`config.mk`:
```
export PLATFORM = sky130hd
export DESIGN_NAME = loop_pipeline_ctrl
export DESIGN_NICKNAME = d
export VERILOG_FILES = /design/src/rtl/loop_pipeline_ctrl_pkg.sv /design/src/rtl/loop_pipeline_ctrl_timer.sv /design/src/rtl/loop_pipeline_ctrl.sv
export SDC_FILE = /design/constraint.sdc
export NUM_CORES = 1
export LEC_CHECK = 0
export CAP_MARGIN = 20
export CORE_ASPECT_RATIO = 1.2
export CORE_UTILIZATION = 36
export CTS_BUF_LIST = sky130_fd_sc_hd__clkbuf_2 sky130_fd_sc_hd__clkbuf_4 sky130_fd_sc_hd__clkbuf_8
export CTS_CLUSTER_DIAMETER = 50
export DETAILED_ROUTE_END_ITERATION = 10
export GPL_TIMING_DRIVEN = 0
export PLACE_DENSITY_LB_ADDON = 0.05
export SLEW_MARGIN = 10
export SYNTH_ARGS = -nofsm -noshare
export SYNTH_HDL_FRONTEND = slang
export SYNTH_HIERARCHICAL = 1
export SYNTH_SLANG_ARGS = --single-unit
```
`constraint.sdc`:
```
create_clock -name clk -period 3.3 [get_ports clk]
set_input_delay 0.495 -clock clk [delete_from_list [all_inputs] [get_ports clk]]
set_output_delay 0.495 -clock clk [all_outputs]
set_load 0.05 [all_outputs]
```
`src/rtl/loop_pipeline_ctrl_pkg.sv`:
```
// Shared types and defaults for the pipelined-loop controller.
package loop_ctrl_pkg;

  typedef enum logic [1:0] {
    IDLE  = 2'd0,
    ISSUE = 2'd1,
    DRAIN = 2'd2
  } state_t;

  localparam int CNT_W_DEF = 32;

endpackage

```
`src/rtl/loop_pipeline_ctrl_timer.sv`:
```
// Issue interval timer: counts unstalled clocks since the last issue and
// reports due once II of them have elapsed (saturating).
module issue_interval_timer #(
  parameter int II = 1
) (
  input  logic clk,
  input  logic rst,
  input  logic load,
  input  logic restart,
  input  logic stall,
  output logic due
);

  localparam int CW = $clog2(II + 1);

  logic [CW-1:0] count_q;

  always_ff @(posedge clk or negedge rst) begin
    if (!rst) begin
      count_q <= '0;
    end else if (load) begin
      count_q <= CW'(II);
    end else if (!stall) begin
      if (restart)
        count_q <= CW'(1);
      else if (count_q < CW'(II))
        count_q <= count_q + CW'(1);
    end
  end

  assign due = (count_q >= CW'(II));

endmodule

```
`src/rtl/loop_pipeline_ctrl.sv`:
```
// Pipelined loop controller: issues one iteration every II clocks, drains DEPTH
// clocks, pulses done. Optional retire/in_flight tracking under LOOP_CTRL_INFLIGHT_EN.
module loop_pipeline_ctrl
  import loop_ctrl_pkg::*;
#(
  parameter int II    = 1,
  parameter int DEPTH = 4,
  parameter int CNT_W = CNT_W_DEF
) (
  input  logic                       clk,
  input  logic                       rst,
  input  logic                       start,
  input  logic [CNT_W-1:0]           trip_count,
  input  logic                       stall,
  output logic                       iter_start,
  output logic [CNT_W-1:0]           iter_idx,
  output logic                       busy,
  output logic                       done
`ifdef LOOP_CTRL_INFLIGHT_EN
  ,
  output logic                       retire,
  output logic [$clog2(DEPTH+1)-1:0] in_flight
`endif
);

  localparam int DW = $clog2(DEPTH + 1);

  state_t           state_q, state_d;
  logic [CNT_W-1:0] trip_q;
  logic [CNT_W-1:0] idx_q;
  logic [DW-1:0]    drain_q;
  logic             zero_done_q;
  logic             due;
  logic             accept;
  logic             last_issue;
  logic             drain_end;

  // Start is only honoured in IDLE; a stalled cycle changes no state at all.
  assign accept     = (state_q == IDLE) && start && !stall;
  assign iter_start = (state_q == ISSUE) && due && !stall;
  assign last_issue = (idx_q == trip_q - CNT_W'(1));
  assign drain_end  = (state_q == DRAIN) && (drain_q == DW'(DEPTH - 1)) && !stall;
  assign done       = drain_end || zero_done_q;
  assign busy       = (state_q != IDLE);
  assign iter_idx   = idx_q;

  issue_interval_timer #(
    .II(II)
  ) u_timer (
    .clk    (clk),
    .rst    (rst),
    .load   (accept),
    .restart(iter_start),
    .stall  (stall),
    .due    (due)
  );

  always_comb begin
    state_d = state_q;
    case (state_q)
      IDLE:    if (accept && (trip_count != '0)) state_d = ISSUE;
      ISSUE:   if (iter_start && last_issue)     state_d = DRAIN;
      DRAIN:   if (drain_end)                    state_d = IDLE;
      default: state_d = IDLE;
    endcase
  end

  always_ff @(posedge clk or negedge rst) begin
    if (!rst) begin
      state_q     <= IDLE;
      trip_q      <= '0;
      idx_q       <= '0;
      drain_q     <= '0;
      zero_done_q <= 1'b0;
    end else begin
      state_q     <= state_d;
      zero_done_q <= accept && (trip_count == '0);
      // idx never exceeds trip_q-1 before incrementing, so it cannot wrap.
      if (accept && (trip_count != '0)) begin
        trip_q <= trip_count;
        idx_q  <= '0;
      end else if (iter_start) begin
        idx_q  <= idx_q + CNT_W'(1);
      end
      if (iter_start && last_issue)
        drain_q <= '0;
      else if ((state_q == DRAIN) && !stall)
        drain_q <= drain_q + DW'(1);
    end
  end

`ifdef LOOP_CTRL_INFLIGHT_EN
  logic [DEPTH-1:0] retire_pipe_q;

  assign retire = retire_pipe_q[DEPTH-1] && !stall;

  always_ff @(posedge clk or negedge rst) begin
    if (!rst) begin
      retire_pipe_q <= '0;
      in_flight     <= '0;
    end else if (!stall) begin
      retire_pipe_q[0] <= iter_start;
      for (int i = 1; i < DEPTH; i++)
        retire_pipe_q[i] <= retire_pipe_q[i-1];
      if (iter_start && !retire)
        in_flight <= in_flight + DW'(1);
      else if (!iter_start && retire)
        in_flight <= in_flight - DW'(1);
    end
  end
`endif

endmodule

```
==> results.md <==
Clock tree:
- The H-tree depth is 3.
- For this design, the CTS-stage hold fixing added 0 buffers.
- The root buffer cell chosen for the clock tree is sky130_fd_sc_hd__clkbuf_8.
- Counting every sink on the clock net gives 71.
- The number of gates resized after CTS was 0.
- Buffers added to address setup during post-CTS repair amount to 0.
- After clock tree synthesis, the clock-pin slew on the worst setup and hold paths is 0.08 ns.
- The clock passes through at most 2 buffers.
- The TritonCTS clock tree is done.
- Buffers inserted during clock tree synthesis total 9.
- The clock latency on the worst-skew pair is 0.37 ns.

Power:
- The power density of the placed cells is about 650 nW/µm².
- The sequential power share is 38.0%.
- The clock network power share is between 20% and 30%.
- The internal portion of the total power is 2.087 mW.
- The switching fraction of total power is 40.35%.
- The analysis attributes to net switching a power of roughly 1.4 mW.
- The part of the total power dissipated in combinational logic is 40.6%.
- The maximum VDD drop is 0.3643 mV.
- The cell leakage power is 2.237 nW.

Global routing:
- The aggregate global-route resource usage is 21.31%.
- The number of antenna violations at the first check in global routing came to 0.
- The number of global-route vias before repair is 3600.
- The global route total overflow is 0.
- The first global-routing pass estimated approximately 20 mm of wire.
- The largest net degree at the start of global routing is between 40 and 50.

Synthesis:
- Counting distinct cell types in the post-synthesis netlist gives 61.
- Synthesis inferred 71 register bits.
- Counting every net in the synthesized netlist gives 478.
- The per-instance average area after synthesis is 9.733 µm².
- The library cell occupying the most area in the post-synthesis netlist is sky130_fd_sc_hd__dfrtp_1.
- The synthesized instance count is 438.
- The share of the synthesized area in the top cell type is 41.68%.
- In the synthesized netlist the dominant register cell turns out to be sky130_fd_sc_hd__dfrtp_1.
- The count of flip-flops with a built-in enable after synthesis is 0.
- During synthesis, Yosys emitted a total of 6 warnings.
- By area the synthesized netlist is led by sky130_fd_sc_hd__dfrtp_1, sky130_fd_sc_hd__xor2_1, sky130_fd_sc_hd__mux2_2, sky130_fd_sc_hd__xnor2_1, sky130_fd_sc_hd__nor2_1.
- The register area share after synthesis is 41.68%.
- The post-synthesis instance area is 4263 µm².
- In the synthesized netlist the async set-or-reset flop fraction comes to 100.0%.

Cells and area:
- Relative to the synthesized area, the layout overhead comes to 26.21%.
- With fillers left out, the area of the finished cells amounts to 5380 µm².
- In the layout the commonest cells are sky130_fd_sc_hd__dfrtp_1, sky130_fd_sc_hd__clkdlybuf4s50_1, sky130_fd_sc_hd__nor2_1.
- The fraction of layout instances using a drive strength above 1 is between 10 and 15%.
- The area occupied by multi-input gates is approximately 2400 µm².
- The most common cell after layout, fill and taps aside is sky130_fd_sc_hd__dfrtp_1.
- The total of fill cells in the finished design is 1125.
- The number of antenna diodes is 0.
- Across the whole layout, storage elements account for around 1800 µm².
- The fraction of the core area covered by cells at the end of the flow is 46.51%.
- The net count of the finished layout is 560.

Floorplan:
- The number of core rows is 43.
- Once the floorplan was initialized, standard cells occupied 36.85% of the core.
- From bottom edge to top edge, the die measures between 100 and 150 µm.
- The floorplan step set the die width to 101.3 µm.
- The number of top-level pins is 71.
- The die footprint is 12280 µm².
- In this run the standard cell core region covers ~12000 µm².

Timing:
- Across the routed clock network, the largest skew measured is 0.01002 ns.
- The share of the clock period used by the worst path after layout is 93.31%.
- The setup violation total in the final timing report is 0.
- The hold violation total from the final report is 0.
- The worst path in the final design needs a cycle of 3.079 ns, including I/O delays and setup.
- In this run the tightest slew margin relative to its limit is 46.03%.
- At the pin with the least slew margin, the transition time is around 0.8 ns.
- The final max-slew violation count is 0.
- Setup repair after global routing left no endpoint under its margin.
- Derived from the worst setup path, the maximum achievable clock frequency is around 0.32 GHz.

Job:
- The number of maximum-capacitance constraint violations is 0.

Placed design:
- Once detailed placement completed, the half-perimeter wirelength came to 9.014 mm.
- The instance area after placement is 5177 µm².
- The count of buffers from port buffering is 70.
- The global placer's final weighted congestion is 0.8174.

Setup path:
- STA puts the critical path data arrival time at 3.36 ns.
- The startpoint type of the worst setup path is an input pin.
- The slowest cell on the critical path is sky130_fd_sc_hd__clkdlybuf4s50_1.
- The critical-path maximum fanout is 7.
- STA classifies the critical path endpoint as a flip-flop.
- The buffer and inverter count on the worst path is 2.
- For the worst setup path, the data required time is 3.58 ns.
- The highest cell delay on the worst timing path is 0.45 ns.
- Grouping stages by cell kind, the critical path spends the most delay in simple AND/OR/NAND/NOR gates.
- The kind of critical path is in -> reg.
- The signal on the critical path passes through clkdlybuf4s50_1 > nand4bb_1 > clkbuf_2 > nor3_4 > nand2_2 > nor3_1 > nand4_1 > or2_1 > or3_1 > a21oi_1.

Drt:
- The residual antenna-violating net count after detailed routing is 0.
- For this block, the routed nets add up to 11.91 mm of wire.
- After detailed routing, the number of remaining DRC violations is 0.
- The first-pass iteration count of the detailed router is 4.
- The total number of vias is 3601.
- After the first detailed-routing iteration, the DRC count stood at 125.
- Using the TritonRoute via totals, the vias-per-cell ratio works out to 5.280.
- Dividing the detail-routed wire length by the instance count gives 17.46 µm.

Run status:
- The run finished with clean final reports.

Min path:
- The worst hold path belongs to the class in -> async.
==> power groups by stage <==
stage          combinational [mW]  sequential, mW  clock [mW]
4_1_cts                      1.42            1.33       0.766
6_report                     1.42            1.33       0.750
3_5_place_dp                 1.41            1.35           0
5_1_grt                      1.57            1.37       0.802
2_1_floorplan               0.948            1.38           0
3_3_place_gp                 1.39            1.34           0
==> registers in the layout, indices dropped and copies added (netlist names) <==
register and flops:
state_q 2, trip_q 32, u_timer/count_q 1, zero_done_q 1, iter_idx 32, drain_q 3
==> kinds of logic after synthesis <==
| family | synth area share [%] |
|---|---|
| and+or+nand+nor | 26.80 |
| DFF | 41.68 |
| xor gates and xnor gates | 13.56 |
| AOI/OAI and AO/OA | 5.929 |
| muxes | 8.629 |
| buffers and inverters | 2.230 |
| adders and majority gates | 1.174 |
==> cell usage after synthesis, drive strengths merged, types with 5 or more instances <==
cell and n:
xor2 40, inv 6, mux2 30, dfrtp 71
nor3 12, a31oi 5, or3 9, clkbuf 14
nand4 18, a21oi 9, and3 5, xnor2 26
nor2 52, o21ai 7, nand2 30, nand3 16
nor4 21
==> final cells by class <==
type | count | area share [%]
timing repair buffer | 71 | 13.35
tap | 157 | 3.651
multi-input combinational | 343 | 44.44
buffer | 18 | 1.349
clock buffer | 13 | 2.977
sequential | 71 | 33.02
clock inverter | 3 | 0.7907
inverter | 6 | 0.4186
==> metrics by stage <==
step	setup WS [ns]	hold WS [ns]	power (mW)	TNS, ns	instances
2_1_floorplan	0.7016	0.1994	2.331	0	438
3_3_place_gp	-0.9161	0.4556	2.729	-65.15	665
3_5_place_dp	-0.1798	0.4566	2.761	-0.6163	666
4_1_cts	0.1876	0.06391	3.519	0	682
5_1_grt	0.006666	0.08009	3.738	0	682
6_report	0.2207	0.05756	3.498	0	682
==> routing by layer <==
layer / routed length (µm) / part of all wire (%) / vias up / global-route usage (%)
met1: 5337 / 45 / 1776 / 27.16
met3: 206 / 1.7 / 18 / 2.189
li1: - / - / 1744 / -
met4: 278 / 2.3 / 0 / 9.692
met5: 0 / 0 / - / 0
met2: 6087 / 51 / 63 / 36.10
==> worst paths after layout <==
| path | start | end | slack (ns) | depth (start not counted) |
|---|---|---|---|---|
| setup / recovery | stall | iter_idx[28]$_DFFE_PN0P_ | 0.22 | 10 |
| hold / removal | rst | drain_q[2]$_DFFE_PN0P_ | 0.06 | 1 |
| setup reg to reg | trip_q[9]$_DFFE_PN0P_ | state_q[0]$_DFFE_PN0P_ | 0.38 | 8 |
| hold reg to reg | u_timer/count_q$_DFFE_PN0P_ | u_timer/count_q$_DFFE_PN0P_ | 0.48 | 1 |
| max in group asynchronous | rst | iter_idx[20]$_DFFE_PN0P_ | 2.66 | 2 |
| min in group clk | u_timer/count_q$_DFFE_PN0P_ | u_timer/count_q$_DFFE_PN0P_ | 0.48 | 1 |
(Power assumes the default switching activity.)
